`config.mk`:
```
export PLATFORM = sky130hd
export DESIGN_NAME = time_set_ctrl_flat
export DESIGN_NICKNAME = d
export VERILOG_FILES = /design/src/rtl/clock_pkg.sv /design/src/rtl/time_set_ctrl_if.sv /design/src/rtl/btn_step_gen.sv /design/src/rtl/time_set_ctrl.sv /design/src/flat_wrapper.sv
export SDC_FILE = /design/constraint.sdc
export NUM_CORES = 1
export LEC_CHECK = 0
export CAP_MARGIN = 15
export CORE_ASPECT_RATIO = 1.75
export CORE_MARGIN = 3
export CORE_UTILIZATION = 45
export DETAILED_ROUTE_END_ITERATION = 7
export GPL_TIMING_DRIVEN = 0
export PLACE_DENSITY_LB_ADDON = 0.08
export SLEW_MARGIN = 10
export SYNTH_ARGS = -nofsm -noshare
export SYNTH_HDL_FRONTEND = slang
export SYNTH_SLANG_ARGS = --single-unit
export TNS_END_PERCENT = 50
```
`constraint.sdc`:
```
create_clock -name clk_i -period 2.7 [get_ports clk_i]
set_clock_uncertainty 0.05 [all_clocks]
set_input_delay 0.27 -clock clk_i [delete_from_list [all_inputs] [get_ports clk_i]]
set_output_delay 0.27 -clock clk_i [all_outputs]
set_load 0.05 [all_outputs]
```
`src/rtl/clock_pkg.sv`:
```
// clock_pkg: field encoding, FSM states, limits and wrap helper shared by the time-set logic
package clock_pkg;
  localparam int HRS_W = 5;
  localparam int MIN_W = 6;
  localparam int SEC_W = 6;
  localparam logic [5:0] HRS_MAX = 6'd23;
  localparam logic [5:0] MIN_MAX = 6'd59;
  localparam logic [5:0] SEC_MAX = 6'd59;
  typedef enum logic [1:0] {FIELD_NONE, FIELD_HRS, FIELD_MIN, FIELD_SEC} field_e;
  typedef enum logic [2:0] {IDLE, EDIT_HRS, EDIT_MIN, EDIT_SEC, COMMIT} state_e;
  function automatic logic [5:0] wrap_step(input logic [5:0] v, input logic [5:0] max,
                                           input logic up, input logic dn);
    return up ? (v == max ? 6'd0 : v + 6'd1) : dn ? (v == 6'd0 ? max : v - 6'd1) : v;
  endfunction
endpackage

```
`src/rtl/time_set_ctrl_if.sv`:
```
// time_set_ctrl_if: debounced button inputs plus committed/working time outputs
//   master: drives set_en/btn_*, observes set_*/edit_*/field_o/load_o
//   slave:  the controller side
interface time_set_ctrl_if;
  import clock_pkg::*;
  logic             set_en;
  logic             btn_next;
  logic             btn_inc;
  logic             btn_dec;
  logic [HRS_W-1:0] set_hrs;
  logic [MIN_W-1:0] set_min;
  logic [SEC_W-1:0] set_sec;
  logic [HRS_W-1:0] edit_hrs;
  logic [MIN_W-1:0] edit_min;
  logic [SEC_W-1:0] edit_sec;
  logic [1:0]       field_o;
  logic             load_o;
  modport master (output set_en, btn_next, btn_inc, btn_dec,
                  input  set_hrs, set_min, set_sec, edit_hrs, edit_min, edit_sec, field_o, load_o);
  modport slave  (input  set_en, btn_next, btn_inc, btn_dec,
                  output set_hrs, set_min, set_sec, edit_hrs, edit_min, edit_sec, field_o, load_o);
endinterface

```
`src/rtl/btn_step_gen.sv`:
```
// btn_step_gen: registered rising-edge detect with optional hold-to-repeat, one-cycle step_o
//   clk_i, reset_i (async active-low), btn_i debounced level, step_o step pulse (combinational
//   from btn_i so the press acts on the same clock edge that samples it)
//   TIME_SET_AUTO_REPEAT_EN: adds HOLD_CYC/RPT_CYC repeat counter, enabled per instance by RPT_EN
module btn_step_gen
`ifdef TIME_SET_AUTO_REPEAT_EN
  #(parameter int HOLD_CYC = 500, parameter int RPT_CYC = 100, parameter bit RPT_EN = 1'b0)
`endif
  (input  logic clk_i,
   input  logic reset_i,
   input  logic btn_i,
   output logic step_o);
  logic btn_q;
`ifdef TIME_SET_AUTO_REPEAT_EN
  localparam int CW = $clog2((HOLD_CYC > RPT_CYC ? HOLD_CYC : RPT_CYC) + 1);
  logic [CW-1:0] cnt_q, cnt_d;
  logic          rpt;
  // cnt_q holds the cycles left until the next repeat step while the button stays held
  always_comb begin
    rpt    = RPT_EN && btn_i && btn_q && cnt_q == '0;
    cnt_d  = (!RPT_EN || !btn_i) ? '0 : !btn_q ? CW'(HOLD_CYC - 1) : rpt ? CW'(RPT_CYC - 1) : cnt_q - CW'(1);
    step_o = (btn_i & ~btn_q) | rpt;
  end
  always_ff @(posedge clk_i or negedge reset_i)
    if (!reset_i) begin
      btn_q <= 1'b0;
      cnt_q <= '0;
    end else begin
      btn_q <= btn_i;
      cnt_q <= cnt_d;
    end
`else
  assign step_o = btn_i & ~btn_q;
  always_ff @(posedge clk_i or negedge reset_i)
    if (!reset_i) btn_q <= 1'b0;
    else btn_q <= btn_i;
`endif
endmodule

```
`src/rtl/time_set_ctrl.sv`:
```
// time_set_ctrl: button-driven hours/minutes/seconds entry feeding the clock blocks' presets
//   clk_i 1 kHz clock, reset_i async active-low, bus (slave): set_en/btn_next/btn_inc/btn_dec in,
//   set_* committed time, edit_* working time, field_o edited field, load_o commit pulse
//   TIME_SET_AUTO_REPEAT_EN: hold inc/dec to auto-repeat after HOLD_CYC, then every RPT_CYC
module time_set_ctrl
  import clock_pkg::*;
  #(parameter int RST_HRS  = 17,
    parameter int RST_MIN  = 35,
    parameter int RST_SEC  = 42,
    parameter int HOLD_CYC = 500,
    parameter int RPT_CYC  = 100)
  (input  logic              clk_i,
   input  logic              reset_i,
   time_set_ctrl_if.slave    bus);
  if (RST_HRS > 23 || RST_MIN > 59 || RST_SEC > 59 || HOLD_CYC < 1 || RPT_CYC < 1) begin : g_bad_param
    $error("time_set_ctrl: parameter out of range");
  end
  logic en_rise, nx_rise, inc_step, dec_step, up, dn;
  state_e           state_q, state_d;
  field_e           field_q, field_d;
  logic             load_q, load_d;
  logic [HRS_W-1:0] set_hrs_q, set_hrs_d, edit_hrs_q, edit_hrs_d, hrs_step;
  logic [MIN_W-1:0] set_min_q, set_min_d, edit_min_q, edit_min_d, min_step;
  logic [SEC_W-1:0] set_sec_q, set_sec_d, edit_sec_q, edit_sec_d, sec_step;
  btn_step_gen u_set  (.clk_i(clk_i), .reset_i(reset_i), .btn_i(bus.set_en),   .step_o(en_rise));
  btn_step_gen u_next (.clk_i(clk_i), .reset_i(reset_i), .btn_i(bus.btn_next), .step_o(nx_rise));
`ifdef TIME_SET_AUTO_REPEAT_EN
  btn_step_gen #(.HOLD_CYC(HOLD_CYC), .RPT_CYC(RPT_CYC), .RPT_EN(1'b1))
    u_inc (.clk_i(clk_i), .reset_i(reset_i), .btn_i(bus.btn_inc), .step_o(inc_step));
  btn_step_gen #(.HOLD_CYC(HOLD_CYC), .RPT_CYC(RPT_CYC), .RPT_EN(1'b1))
    u_dec (.clk_i(clk_i), .reset_i(reset_i), .btn_i(bus.btn_dec), .step_o(dec_step));
`else
  btn_step_gen u_inc (.clk_i(clk_i), .reset_i(reset_i), .btn_i(bus.btn_inc), .step_o(inc_step));
  btn_step_gen u_dec (.clk_i(clk_i), .reset_i(reset_i), .btn_i(bus.btn_dec), .step_o(dec_step));
`endif
  assign up       = inc_step & ~dec_step;
  assign dn       = dec_step & ~inc_step;
  assign hrs_step = HRS_W'(wrap_step(6'(edit_hrs_q), HRS_MAX, up, dn));
  assign min_step = wrap_step(edit_min_q, MIN_MAX, up, dn);
  assign sec_step = wrap_step(edit_sec_q, SEC_MAX, up, dn);
  always_comb begin
    state_d    = state_q;
    load_d     = 1'b0;
    set_hrs_d  = set_hrs_q;
    set_min_d  = set_min_q;
    set_sec_d  = set_sec_q;
    edit_hrs_d = edit_hrs_q;
    edit_min_d = edit_min_q;
    edit_sec_d = edit_sec_q;
    case (state_q)
      IDLE: if (en_rise) begin
        state_d    = EDIT_HRS;
        edit_hrs_d = set_hrs_q;
        edit_min_d = set_min_q;
        edit_sec_d = set_sec_q;
      end
      EDIT_HRS, EDIT_MIN, EDIT_SEC: if (!bus.set_en) begin
        state_d    = IDLE;
        edit_hrs_d = set_hrs_q;
        edit_min_d = set_min_q;
        edit_sec_d = set_sec_q;
      end else begin
        edit_hrs_d = state_q == EDIT_HRS ? hrs_step : edit_hrs_q;
        edit_min_d = state_q == EDIT_MIN ? min_step : edit_min_q;
        edit_sec_d = state_q == EDIT_SEC ? sec_step : edit_sec_q;
        if (nx_rise) begin
          state_d = state_q == EDIT_HRS ? EDIT_MIN : state_q == EDIT_MIN ? EDIT_SEC : COMMIT;
          // commit while entering COMMIT so set_* and load_o appear together in the COMMIT cycle
          if (state_q == EDIT_SEC) begin
            set_hrs_d = edit_hrs_d;
            set_min_d = edit_min_d;
            set_sec_d = edit_sec_d;
            load_d    = 1'b1;
          end
        end
      end
      default: state_d = IDLE;
    endcase
    field_d = state_d == EDIT_HRS ? FIELD_HRS : state_d == EDIT_MIN ? FIELD_MIN :
              state_d == EDIT_SEC ? FIELD_SEC : FIELD_NONE;
  end
  always_ff @(posedge clk_i or negedge reset_i)
    if (!reset_i) begin
      state_q    <= IDLE;
      field_q    <= FIELD_NONE;
      load_q     <= 1'b0;
      set_hrs_q  <= HRS_W'(RST_HRS);
      set_min_q  <= MIN_W'(RST_MIN);
      set_sec_q  <= SEC_W'(RST_SEC);
      edit_hrs_q <= HRS_W'(RST_HRS);
      edit_min_q <= MIN_W'(RST_MIN);
      edit_sec_q <= SEC_W'(RST_SEC);
    end else begin
      state_q    <= state_d;
      field_q    <= field_d;
      load_q     <= load_d;
      set_hrs_q  <= set_hrs_d;
      set_min_q  <= set_min_d;
      set_sec_q  <= set_sec_d;
      edit_hrs_q <= edit_hrs_d;
      edit_min_q <= edit_min_d;
      edit_sec_q <= edit_sec_d;
    end
  assign bus.set_hrs  = set_hrs_q;
  assign bus.set_min  = set_min_q;
  assign bus.set_sec  = set_sec_q;
  assign bus.edit_hrs = edit_hrs_q;
  assign bus.edit_min = edit_min_q;
  assign bus.edit_sec = edit_sec_q;
  assign bus.field_o  = field_q;
  assign bus.load_o   = load_q;
endmodule

```
`src/flat_wrapper.sv`:
```
// flat-port wrapper written by rule: the top's interface ports become plain ports
module time_set_ctrl_flat import clock_pkg::*;
#(parameter int RST_HRS  = 17,
    parameter int RST_MIN  = 35,
    parameter int RST_SEC  = 42,
    parameter int HOLD_CYC = 500,
    parameter int RPT_CYC  = 100)
  (clk_i, reset_i, bus_set_en, bus_btn_next, bus_btn_inc, bus_btn_dec, bus_set_hrs, bus_set_min, bus_set_sec, bus_edit_hrs, bus_edit_min, bus_edit_sec, bus_field_o, bus_load_o);
  time_set_ctrl_if bus_i ();
  input  logic clk_i;
  input  logic reset_i;
  input wire logic [$bits(bus_i.set_en)-1:0] bus_set_en;
  input wire logic [$bits(bus_i.btn_next)-1:0] bus_btn_next;
  input wire logic [$bits(bus_i.btn_inc)-1:0] bus_btn_inc;
  input wire logic [$bits(bus_i.btn_dec)-1:0] bus_btn_dec;
  output wire logic [$bits(bus_i.set_hrs)-1:0] bus_set_hrs;
  output wire logic [$bits(bus_i.set_min)-1:0] bus_set_min;
  output wire logic [$bits(bus_i.set_sec)-1:0] bus_set_sec;
  output wire logic [$bits(bus_i.edit_hrs)-1:0] bus_edit_hrs;
  output wire logic [$bits(bus_i.edit_min)-1:0] bus_edit_min;
  output wire logic [$bits(bus_i.edit_sec)-1:0] bus_edit_sec;
  output wire logic [$bits(bus_i.field_o)-1:0] bus_field_o;
  output wire logic [$bits(bus_i.load_o)-1:0] bus_load_o;
  assign bus_i.set_en = bus_set_en;
  assign bus_i.btn_next = bus_btn_next;
  assign bus_i.btn_inc = bus_btn_inc;
  assign bus_i.btn_dec = bus_btn_dec;
  assign bus_set_hrs = bus_i.set_hrs;
  assign bus_set_min = bus_i.set_min;
  assign bus_set_sec = bus_i.set_sec;
  assign bus_edit_hrs = bus_i.edit_hrs;
  assign bus_edit_min = bus_i.edit_min;
  assign bus_edit_sec = bus_i.edit_sec;
  assign bus_field_o = bus_i.field_o;
  assign bus_load_o = bus_i.load_o;
  time_set_ctrl #(.RST_HRS(RST_HRS), .RST_MIN(RST_MIN), .RST_SEC(RST_SEC), .HOLD_CYC(HOLD_CYC), .RPT_CYC(RPT_CYC)) u_core (.clk_i(clk_i), .reset_i(reset_i), .bus(bus_i));
endmodule
```
# ---- Word-level counts from Yosys, hierarchy flattened
# Index checks and enable logic that the tools add are counted.
dict set report classes {
  add_sub_neg 6
  n_eq_ne 10
  muxes 37
  bitwise 12
  n_reduce_logical 8
}
# operator n
set op_table {}
lappend op_table {{6-bit two-way mux} 14}
lappend op_table {{5-bit two-way mux} 7}
lappend op_table {{6-bit one-hot mux with 2 select lines} 2}
lappend op_table {{3-bit two-way mux} 5}
lappend op_table {{6-bit by 1-bit adder with 6-bit output, second input constant} 2}
lappend op_table {{3-bit by 2-bit == test with 1-bit output, second input constant} 4}
lappend op_table {{6-bit == test, second input constant} 2}
lappend op_table {{6-bit logical NOT} 2}
lappend op_table {{6-bit by 1-bit subtractor with 6-bit output, second input constant} 2}
lappend op_table {{5-bit one-hot mux with 2 select lines} 1}
lappend op_table {{1-bit AND} 6}
lappend op_table {{3-bit by 1-bit == test with 1-bit output, second input constant} 2}
lappend op_table {{2-bit two-way mux} 3}
lappend op_table {{1-bit NOT} 6}
lappend op_table {{3-bit one-hot mux with 2 select lines} 1}
lappend op_table {{5-bit by 1-bit adder with 5-bit output, second input constant} 1}
lappend op_table {{5-bit == test, second input constant} 1}
lappend op_table {{5-bit logical NOT} 1}
lappend op_table {{5-bit by 1-bit subtractor with 5-bit output, second input constant} 1}
lappend op_table {{1-bit two-way mux} 4}
lappend op_table {{4-bit AND reduction} 1}
lappend op_table {{3-bit logical NOT} 1}
lappend op_table {{3-bit OR reduction} 1}
lappend op_table {{2-bit by 1-bit inequality test with 1-bit output, second input constant} 1}
lappend op_table {{other kinds (2)} 2}
dict set report word_totals {
  register_bits 44
  input_bits 6
  out_inout_bits 37
  wordCells 86
}

# ---- Depth between registers and ports, before layout
# Gate-level depths: netlist of the first run.
dict set report logic_depth {
  ltp_word 10
  ltp_mapped 7
  ltp_nobuf 7
}

# ---- Modules after synthesis
# Synthesis of the first run repeated with hierarchy kept, for this count alone.
dict set report unflattened {
  hier_cells 338
  hier_area_um2 2929.1
}
# module n_inst cells_each area_per_inst_um2 seq_area_each_um2
set by_module_without_submodules {}
lappend by_module_without_submodules {time_set_ctrl 1 330 2773.9 1021.0}
lappend by_module_without_submodules {btn_step_gen 4 2 38.8 25.0}

# ---- Worst setup path after synthesis of the first run
# OpenSTA, ideal clock, no wires.
dict set report synth_path {
  path_kind {register to register}
  startpoint {register u_core.edit_sec_q[0], in the netlist u_core.bus.edit_sec[0]}
  endpoint {register u_core.edit_sec_q[4], in the netlist u_core.bus.edit_sec[4]}
  setup_time_ns 0.128
  arrival_time_ns 1.973
  t_required_ns 2.522
  slack_ns 0.549
  path_stages_with_launch 8
  path_buffers 0
  synth_period_minus_slack_ns 2.151
  cell_sequence {dfrtp_1 inv_1 ha_1 nor2b_1 or2_2 a32o_1 a21oi_1 a21oi_1}
}
dict set report synth_between {
  elab_chain_cells 7
  word_cells_on_any_way 11
  classes_between {2 x add/sub; 1 x eq/ne; 7 x mux; 1 x reduce/logical}
}
# item line
set synth_rtl {}
lappend synth_rtl {{from (decl)} time_set_ctrl.sv:24} ;# logic [SEC_W-1:0] set_sec_q, set_sec_d, edit_sec_q, edit_sec_d, sec_step;
lappend synth_rtl {{from (signal assigned)} time_set_ctrl.sv:92} ;# edit_sec_q <= SEC_W'(RST_SEC);
lappend synth_rtl {{from (signal assigned)} time_set_ctrl.sv:102} ;# edit_sec_q <= edit_sec_d;
lappend synth_rtl {{6-bit by 1-bit subtractor with 6-bit output or 6-bit logical NOT (tied branches)} clock_pkg.sv:13} ;# return up ? (v == max ? 6'd0 : v + 6'd1) : dn ? (v == 6'd0 ? max : v - 6'd1) : v;
lappend synth_rtl {{6-bit two-way mux (2 in a row)} clock_pkg.sv:13}
lappend synth_rtl {{6-bit two-way mux *} clock_pkg.sv:13}
lappend synth_rtl {{6-bit two-way mux *} time_set_ctrl.sv:65} ;# edit_sec_d = state_q == EDIT_SEC ? sec_step : edit_sec_q;
lappend synth_rtl {{6-bit two-way mux *} time_set_ctrl.sv:57} ;# EDIT_HRS, EDIT_MIN, EDIT_SEC: if (!bus.set_en) begin
lappend synth_rtl {{6-bit one-hot mux with 2 select lines *} time_set_ctrl.sv:50} ;# case (state_q)
# Mark *: on every way between the ends. The rest lies on a longest branch, timed or not.
# A chain may end at the register's enable or synchronous reset.

# ---- Final worst setup path of the first run
dict set report layout_path {
  startpoint {register u_core.edit_sec_q[1], in the netlist u_core.bus.edit_sec[1]}
  endpoint {register u_core.edit_sec_q[4], in the netlist u_core.bus.edit_sec[4]}
}
# The elaborated chain is that of the path after synthesis.

==> results of run 1 <==
==> flip-flops by register name, indices dropped and copies added, names as in the netlist, 2 cells and up <==
| register | flops |
|---|---|
| u_core.bus.set_min | 6 |
| u_core.bus.edit_sec | 6 |
| u_core.bus.edit_hrs | 5 |
| u_core.bus.edit_min | 6 |
| u_core.bus.field_o | 2 |
| u_core.bus.set_sec | 6 |
| u_core.state_q | 3 |
| u_core.bus.set_hrs | 5 |
==> critical path, delay by kind of cell, from the launching register on <==
| kind | cells | cell delay [ns] |
|---|---|---|
| DFF | 1 | 0.64 |
| AOI/OAI and AO/OA | 3 | 0.60 |
| and+or+nand+nor | 2 | 0.44 |
| adders and majority gates | 1 | 0.20 |
| buffers and inverters | 1 | 0.10 |
==> final cells by class <==
| type | count | area (um2) | area share (%) |
|---|---|---|---|
| clock inverters | 3 | 42.54 | 1.198 |
| clock buffers | 5 | 68.82 | 1.939 |
| flip-flops and latches | 44 | 1121 | 31.58 |
| repair buffers | 44 | 445.4 | 12.55 |
| multi-input cells | 244 | 1598 | 45.01 |
| well taps | 80 | 100.1 | 2.820 |
| plain buffers | 22 | 132.6 | 3.736 |
| inverters | 11 | 41.29 | 1.163 |
==> power by group through the flow <==
stage	combinational (W)	clock, W	sequential (W)
finish	0.000801	0.000520	0.000788
global route	0.000854	0.000551	0.000797
CTS	0.000797	0.000530	0.000788
detailed placement	0.000793	0	0.000800
global placement	0.000782	0	0.000797
floorplan	0.000372	0	0.000979
==> metal layers <==
layer  routed length [um]  vias to the layer above  track usage (%)
met2                 4340                      115            39.26
met5                    0                        -                0
met4                  218                        0            10.45
met1                 3315                     1329            27.63
met3                  318                       18            3.203
li1                     -                     1293                -
==> repair_timing <==
item / 4_1_cts / 5_1_grt
setup buffers: 0 / 0
endpoints found under the setup margin: 0 / 0
hold buffers: 1 / 0
hold endpoints to repair: 10 / 0
==> kinds of logic after synthesis <==
family	after synthesis	share of synthesized area, %
AND/OR/NAND/NOR	116	22.28
flip-flops	44	38.75
XOR/XNOR	3	0.9085
adder cells (fa/ha/maj)	8	3.460
multiplexers	2	0.6921
AO/OA/AOI/OAI	115	27.90
buffers and inverters	33	6.012
==> how the worst min path moves through the flow <==
stage                               start  cells after the start                     end  slack, ns
finish                            reset_i                      2  u_core.bus.edit_min[2]       0.35
global route                      reset_i                      2  u_core.bus.edit_min[2]       0.37
CTS                               reset_i                      2  u_core.bus.edit_min[2]       0.36
detailed placement                reset_i                      1  u_core.bus.edit_min[2]       0.16
global placement    u_core.bus.set_hrs[4]                      2   u_core.bus.set_hrs[4]       0.43
floorplan                         reset_i                      0  u_core.bus.edit_hrs[1]      -0.08
==> metrics by stage <==
stage | setup WS (ns) | total power (W) | util [%] | std cells | area [um2]
after detailed placement | 0.5037 | 0.001592 | 55.04 | 444 | 3428
after floorplan | 0.5492 | 0.001352 | - | 321 | 2893
after global routing | 0.4728 | 0.002202 | 56.99 | 453 | 3550
after CTS | 0.5806 | 0.002114 | 56.99 | 453 | 3550
final | 0.5445 | 0.002108 | 56.99 | 453 | 3550
after global placement | 0.09331 | 0.001579 | 54.80 | 443 | 3413
==> layout by cell type (no fill, tap or decap), drive strengths merged, types with 10 or more instances in the layout <==
master / count
dfrtp: 28
a21oi: 24
nor2: 27
clkbuf: 11
inv: 11
buf: 18
a31oi: 10
clkdlybuf4s50: 41
nand2: 33
dfstp: 16
nor3: 10
o21ai: 21
==> out/results.ini, run 1 <==
[run_status]
status = completed

[global_route]
grt_use_total_pct = 22.91
grt_pass1_vias = 2661
grt_pass1_wl_mm = 13.11
grt_max_degree = 31
grt_antenna_before_repair = 0
grt_overflow = 0

[synth]
synth_top_cell_by_area = dfrtp_1
netlist_instances = 321
synth_top_cells_by_count = 32 x nand2_1, 28 x dfrtp_1, 22 x nor2_1
synth_top_cell_area_share_pct = 24.22
synth.area.top_cells = dfrtp_1 24%, dfstp_2 15%, nand2_1 4.2%
syn-num-nets = 335
yosysMostFrequentCell = nand2_1
synth_seq_cells = 44
synth-main-ff-cell = dfrtp_1
ys_warn_count = 0
avgSynthCellArea_um2 = 9.012
yosysUniqueCellTypes = 66
synthesis.area_mm2 = 0.002893
yosysSeqAreaShare_pct = 38.75
synth_edf_count = 0
async_reset_ff_share_pct = 100.0

[sta]
hold_violations = 0
setup_tns_ns = 0
finalMaxSlewViolations = 0
period_share_pct = 79.83
max_freq_mhz = 463.9
rsz0062_at_grt = false
relSlewSlack_pct = 55.23
finalSetupViolCount = 0
min_period_ns = 2.155
fin_hold_ws_ns = 0.3459
tightest_slew_ns = 0.6671

[die]
start_util_pct = 46.44
core_mm2 = 0.006228
die_y_um = 112.1
rows = 38
die_w_um = 66.61
die_area_mm2 = 0.007465
ios = 43

[worst_setup_path]
rrSetupSlack_ns = 0.54
path_class = register to register
rr_startpoint = u_core.bus.edit_sec[1]
arrival_ns = 2.29
cpMaxStageDelayCell = dfstp_2
max_stage_delay_ns = 0.64
cp-start-kind = register
required_ns = 2.84
crit_end = u_core.bus.edit_sec[4]
reg2reg_to = u_core.bus.edit_sec[4]
r2r_cells = 7
cp_cell_sequence = inv_1 > ha_1 > nor2b_1 > or2_2 > a32o_1 > a21oi_1 > a21oi_1
cp_common_cell = a21oi_1
critPathLaunch = u_core.bus.edit_sec[1]
path_max_fanout = 9
worstSetupEndpointType = register

[power]
powerDensity_mw_per_mm2 = 593.9
vdd_ir_drop_max_mv = 0.3848
combPwrFrac_pct = 38.0
power_switching_w = 0.0008311
p_sw_share_pct = 39.42
clkPwrFrac_pct = 24.7
p_int_w = 0.001277
p_seq_share_pct = 37.4
p_leak_nw = 1.363

[place]
place_hpwl_mm = 6.013
io_buffers = 42
place_congestion = 0.8538

[clocking]
max-clock-path-buffers = 2
cts_made_buffers = 5
cts.sinks = 44
root_buffer = clkbuf_8
clock_latency_ns = 0.31
cts_resized = 0
h-tree-depth = 2
cts_tree = done
clk_pin_slew_worst_paths_ns = 0.09

[detailed_routing]
ant_nets = 0
drc = 0
finalWirelength_mm = 8.193
routedWlPerCell_um = 18.09
vias_per_cell = 6.082
dr.pass1.iters = 7
vias = 2755
drt_iter0_drc = 160

[final_layout]
fillers = 578
drive_above_1_share_pct = 16.62
diodes = 0
finalNetCount = 386
areaGrowthSynthToFinish_pct = 22.71

[hold_path]
hold_path.class = input port to async pin

[flow_run]
cap_viol_max_count = 0

Power figures use the tool's default switching activity.
==> run 2: changes to the inputs <==
- clock period: 2.7 -> 2.2 ns (I/O delays scaled with it)
==> run 2 against run 1 <==
  * Via count is 1.2% lower
  * Routed wire length is 0.60% lower
  * Critical path type unchanged
  * Sequential power is 23% higher
  * Utilization hardly changed
  * Non-clock buffer count stayed put
  * Setup slack worse by 0.49 ns
  * Combinational power is 23% higher
  * Critical path depth stayed put
  * Flip-flop and latch count stayed put
==> out/results.ini, run 2 (synthesis results as in run 1) <==
[place]
place_congestion = 0.8538
place_hpwl_mm = 6.013
io_buffers = 42

[die]
start_util_pct = 46.44
die_area_mm2 = 0.007465
rows = 38
die_w_um = 66.61
ios = 43
core_mm2 = 0.006228
die_y_um = 112.1

[hold_path]
hold_path.class = input port to async pin

[detailed_routing]
finalWirelength_mm = 8.144
ant_nets = 0
drt_iter0_drc = 160
routedWlPerCell_um = 17.98
drc = 0
vias_per_cell = 6.009
dr.pass1.iters = 5
vias = 2722

[global_route]
grt_max_degree = 31
grt_antenna_before_repair = 0
grt_overflow = 0
grt_pass1_vias = 2661
grt_use_total_pct = 22.91
grt_pass1_wl_mm = 13.11

[clocking]
cts_made_buffers = 5
h-tree-depth = 2
clk_pin_slew_worst_paths_ns = 0.09
cts.sinks = 44
clock_latency_ns = 0.31
post_cts_buffers = 0
root_buffer = clkbuf_8
cts_tree = done
max-clock-path-buffers = 2

[worst_setup_path]
arrival_ns = 2.28
path_max_fanout = 9
path_class = register to register
rrSetupSlack_ns = 0.06
required_ns = 2.34
cp-start-kind = register
worstSetupEndpointType = register

[final_layout]
finalNetCount = 386
fin_util_pct = 57.01
fillers = 578
final_cell_mix = 41 x clkdlybuf4s50_1, 32 x nand2_1, 28 x dfrtp_1
drive_above_1_share_pct = 16.62
layout_commonest_cell = clkdlybuf4s50_1
diodes = 0
areaGrowthSynthToFinish_pct = 22.75

[sta]
max_freq_mhz = 466.4
tightest_slew_ns = 0.7014
relSlewSlack_pct = 52.92
finalMaxSlewViolations = 0
rsz0062_at_grt = false
min_period_ns = 2.144
finalSetupViolCount = 0
period_share_pct = 97.47
hold_violations = 0
setup_tns_ns = 0

[power]
vdd_ir_drop_max_mv = 0.4716
p_leak_nw = 1.363
powerDensity_mw_per_mm2 = 728.4

[run_status]
status = completed

[flow_run]
cap_viol_max_count = 0

==> run 2: cell counts in the layout (fill, tap and decap cells not counted) <==
No cell type changed its count.
==> run 2: per-layer routing <==
layer	vias to the layer above	wire length, um	GRT usage [%]
met4	0	228	10.45
met3	19	284	3.203
met1	1330	3335	27.63
met5	-	0	0
li1	1296	-	-
met2	77	4294	39.26
==> run 2: critical path, stage by stage (launching register included) <==
cell	delay [ns]
dfstp_2	0.63
inv_1	0.10
ha_1	0.20
nor2b_1	0.16
or2_2	0.28
a32o_1	0.26
a21oi_1	0.23
a21oi_1	0.10
==> run 2: metrics by stage <==
| step | hold slack, ns | setup slack [ns] | total power, W | instances | cell area [um2] |
|---|---|---|---|---|---|
| 6_report | 0.2966 | 0.05576 | 0.002586 | 453 | 3551 |
| 5_1_grt | 0.3221 | 0.01006 | 0.002703 | 453 | 3551 |
| 4_1_cts | 0.3073 | 0.08064 | 0.002594 | 453 | 3550 |
| 3_5_place_dp | 0.1064 | 0.05367 | 0.001954 | 444 | 3428 |
| 3_3_place_gp | 0.4273 | -0.3567 | 0.001938 | 443 | 3413 |
| 2_1_floorplan | -0.1256 | 0.04918 | 0.001659 | 321 | 2893 |
==> run 2: power breakdown <==
part,internal [W],switching (W)
combinational,0.000333,0.000651
clock,0.000336,0.000301
sequential,0.000899,0.0000675
==> run 2: final timing paths <==
kind | start | endpoint | depth (start not counted)
worst max-delay path | u_core.bus.edit_sec[1] | u_core.bus.edit_sec[4] | 7
worst min-delay path | reset_i | u_core.bus.edit_min[2] | 2
worst max register to register | u_core.bus.edit_sec[1] | u_core.bus.edit_sec[4] | 7
worst min register to register | u_core.bus.set_min[1] | u_core.bus.set_min[1] | 2
max in group asynchronous | reset_i | u_core.bus.edit_hrs[4] | 3
min in group clk_i | bus_btn_next | u_core.u_next.btn_q | 1
==> run 2: timing repair <==
item | in CTS | in global routing
setup endpoints to repair | 0 | 1
endpoints found under the hold margin | 10 | 0
hold buffers | 1 | 0
gates resized for setup | 0 | 1
==> run 2: cell type report <==
class | count | area [um2] | share of cell area (%)
clock buffers | 5 | 68.82 | 1.938
repair buffers | 44 | 445.4 | 12.54
flip-flops and latches | 44 | 1121 | 31.57
plain buffers | 22 | 132.6 | 3.735
clock inverters | 3 | 42.54 | 1.198
multi-input cells | 244 | 1599 | 45.03
inverters | 11 | 41.29 | 1.163
well taps | 80 | 100.1 | 2.819
==> run 3: changes to the inputs <==
- CORE_ASPECT_RATIO: 1.75 -> 0.8
==> run 3 against run 2 <==
  * Sequential power about the same
  * Clock power decreased by 11%
  * Non-clock buffer count stayed put
  * Count of clock-buffer cells in the layout increased by 3
  * Critical path depth unchanged
  * First-iteration DRC count grew 28%
  * Hold slack improved by 0.035 ns
  * Register-to-register slack better by 0.09 ns
  * Die area decreased by 0.43%
  * Sequential share of layout area is 0.089 points higher
  * Design area down 0.28%
  * Critical path type unchanged
  * Largest cell class unchanged
==> out/results.ini, run 3 (synthesis results as in run 1) <==
[clocking]
h-tree-depth = 2
max-clock-path-buffers = 2
clk_pin_slew_worst_paths_ns = 0.09
clock_latency_ns = 0.30
root_buffer = clkbuf_8
cts_made_buffers = 5
post_cts_buffers = 0
cts_tree = done
cts.sinks = 44

[sta]
max_freq_mhz = 486.3
finalMaxSlewViolations = 0
relSlewSlack_pct = 58.27
min_period_ns = 2.056
period_share_pct = 93.47
hold_violations = 0
finalSetupViolCount = 0
setup_tns_ns = 0
rsz0062_at_grt = false
tightest_slew_ns = 0.6218
fin_hold_ws_ns = 0.3313

[power]
p_leak_nw = 1.361
p_seq_share_pct = 38.5
vdd_ir_drop_max_mv = 0.3748
powerDensity_mw_per_mm2 = 708.7
p_int_w = 0.001517
power_switching_w = 0.0009920
combPwrFrac_pct = 38.8
clkPwrFrac_pct = 22.7
p_sw_share_pct = 39.53

[final_layout]
diodes = 0
finalNetCount = 386
areaGrowthSynthToFinish_pct = 22.40
instances_no_fill = 454
drive_above_1_share_pct = 16.35
fin_area_mm2 = 0.003541
layout_commonest_cell = clkdlybuf4s50_1
final_cell_mix = 41 x clkdlybuf4s50_1, 32 x nand2_1, 28 x dfrtp_1

[global_route]
grt_antenna_before_repair = 0
grt_pass1_vias = 2526
grt_use_total_pct = 23.42
grt_max_degree = 28
grt_pass1_wl_mm = 13.48
grt_overflow = 0

[place]
place_congestion = 0.8818
place_hpwl_mm = 5.832
io_buffers = 42
dpl.cell_count = 445
place_area_mm2 = 0.003430

[die]
start_util_pct = 47.67
die_y_um = 77.71
die_area_mm2 = 0.007432
die_w_um = 95.64
ios = 43
core_mm2 = 0.006068
rows = 25

[detailed_routing]
finalWirelength_mm = 8.066
vias_per_cell = 5.963
drc = 0
drt_iter0_drc = 205
dr.pass1.iters = 4
routedWlPerCell_um = 17.77
vias = 2707
ant_nets = 0

[worst_setup_path]
arrival_ns = 2.19
worstSetupEndpointType = register
reg2reg_to = u_core.bus.edit_sec[4]
cp-start-kind = register
path_class = register to register
rr_startpoint = u_core.bus.edit_sec[1]
rrSetupSlack_ns = 0.14
path_max_fanout = 9
required_ns = 2.33
r2r_cells = 7

[run_status]
status = completed

[flow_run]
cap_viol_max_count = 0

[hold_path]
hold_path.class = input port to async pin

-- run 3: power groups by stage --
| stage | registers, W | logic (W) | clock network [W] |
|---|---|---|---|
| 2_1_floorplan | 0.00120 | 0.000457 | 0 |
| 3_3_place_gp | 0.000978 | 0.000954 | 0 |
| 3_5_place_dp | 0.000981 | 0.000963 | 0 |
| 4_1_cts | 0.000967 | 0.000968 | 0.000588 |
| 5_1_grt | 0.000980 | 0.00105 | 0.000627 |
| 6_report | 0.000966 | 0.000974 | 0.000569 |
-- run 3: area by class of cell --
| type | count | area [um2] |
|---|---|---|
| plain buffers | 22 | 132.6 |
| flip-flops and latches | 44 | 1121 |
| multi-input cells | 244 | 1599 |
| repair buffers | 44 | 445.4 |
| clock buffers | 8 | 100.1 |
| well taps | 81 | 101.3 |
| inverters | 11 | 41.29 |
| fillers | 533 | 2527 |
-- run 3: routing by layer --
metal | vias up | global-route usage (%) | share of wire [%]
met4 | 0 | 5.966 | 1.5
li1 | 1300 | - | -
met3 | 12 | 3.488 | 5.3
met2 | 95 | 33.80 | 44
met5 | - | 0 | 0
met1 | 1300 | 36.27 | 49
-- run 3: timing repair --
action                                  in CTS  in global routing
hold endpoints to repair                     8                  0
hold buffers                                 1                  0
endpoints found under the setup margin       0                  1
resized for setup                            0                  1
-- run 3: worst max-delay path by stage --
stage | end | startpoint
2_1_floorplan | u_core.bus.edit_sec[4] | u_core.bus.edit_sec[0]
3_3_place_gp | u_core.bus.set_sec[4] | reset_i
3_5_place_dp | u_core.bus.edit_min[4] | bus_btn_inc
4_1_cts | u_core.bus.edit_min[4] | u_core.bus.edit_min[0]
5_1_grt | u_core.bus.edit_min[4] | u_core.bus.edit_min[0]
6_report | u_core.bus.edit_sec[4] | u_core.bus.edit_sec[1]
-- run 3: worst max-delay path: stages (launching register included) --
cell	delay (ns)
dfstp_2	0.63
inv_1	0.10
ha_1	0.19
nor2b_1	0.16
or2_2	0.28
a32o_1	0.25
a21oi_1	0.18
a21oi_1	0.09
-- run 3: through the flow --
step	worst slack, ns	total power (W)	utilization [%]
detailed placement	0.06472	0.001944	56.52
floorplan	0.04918	0.001659	-
finish	0.1438	0.002509	58.35
CTS	0.1091	0.002522	58.33
global placement	-0.3180	0.001933	56.27
global route	0.01077	0.002657	58.35
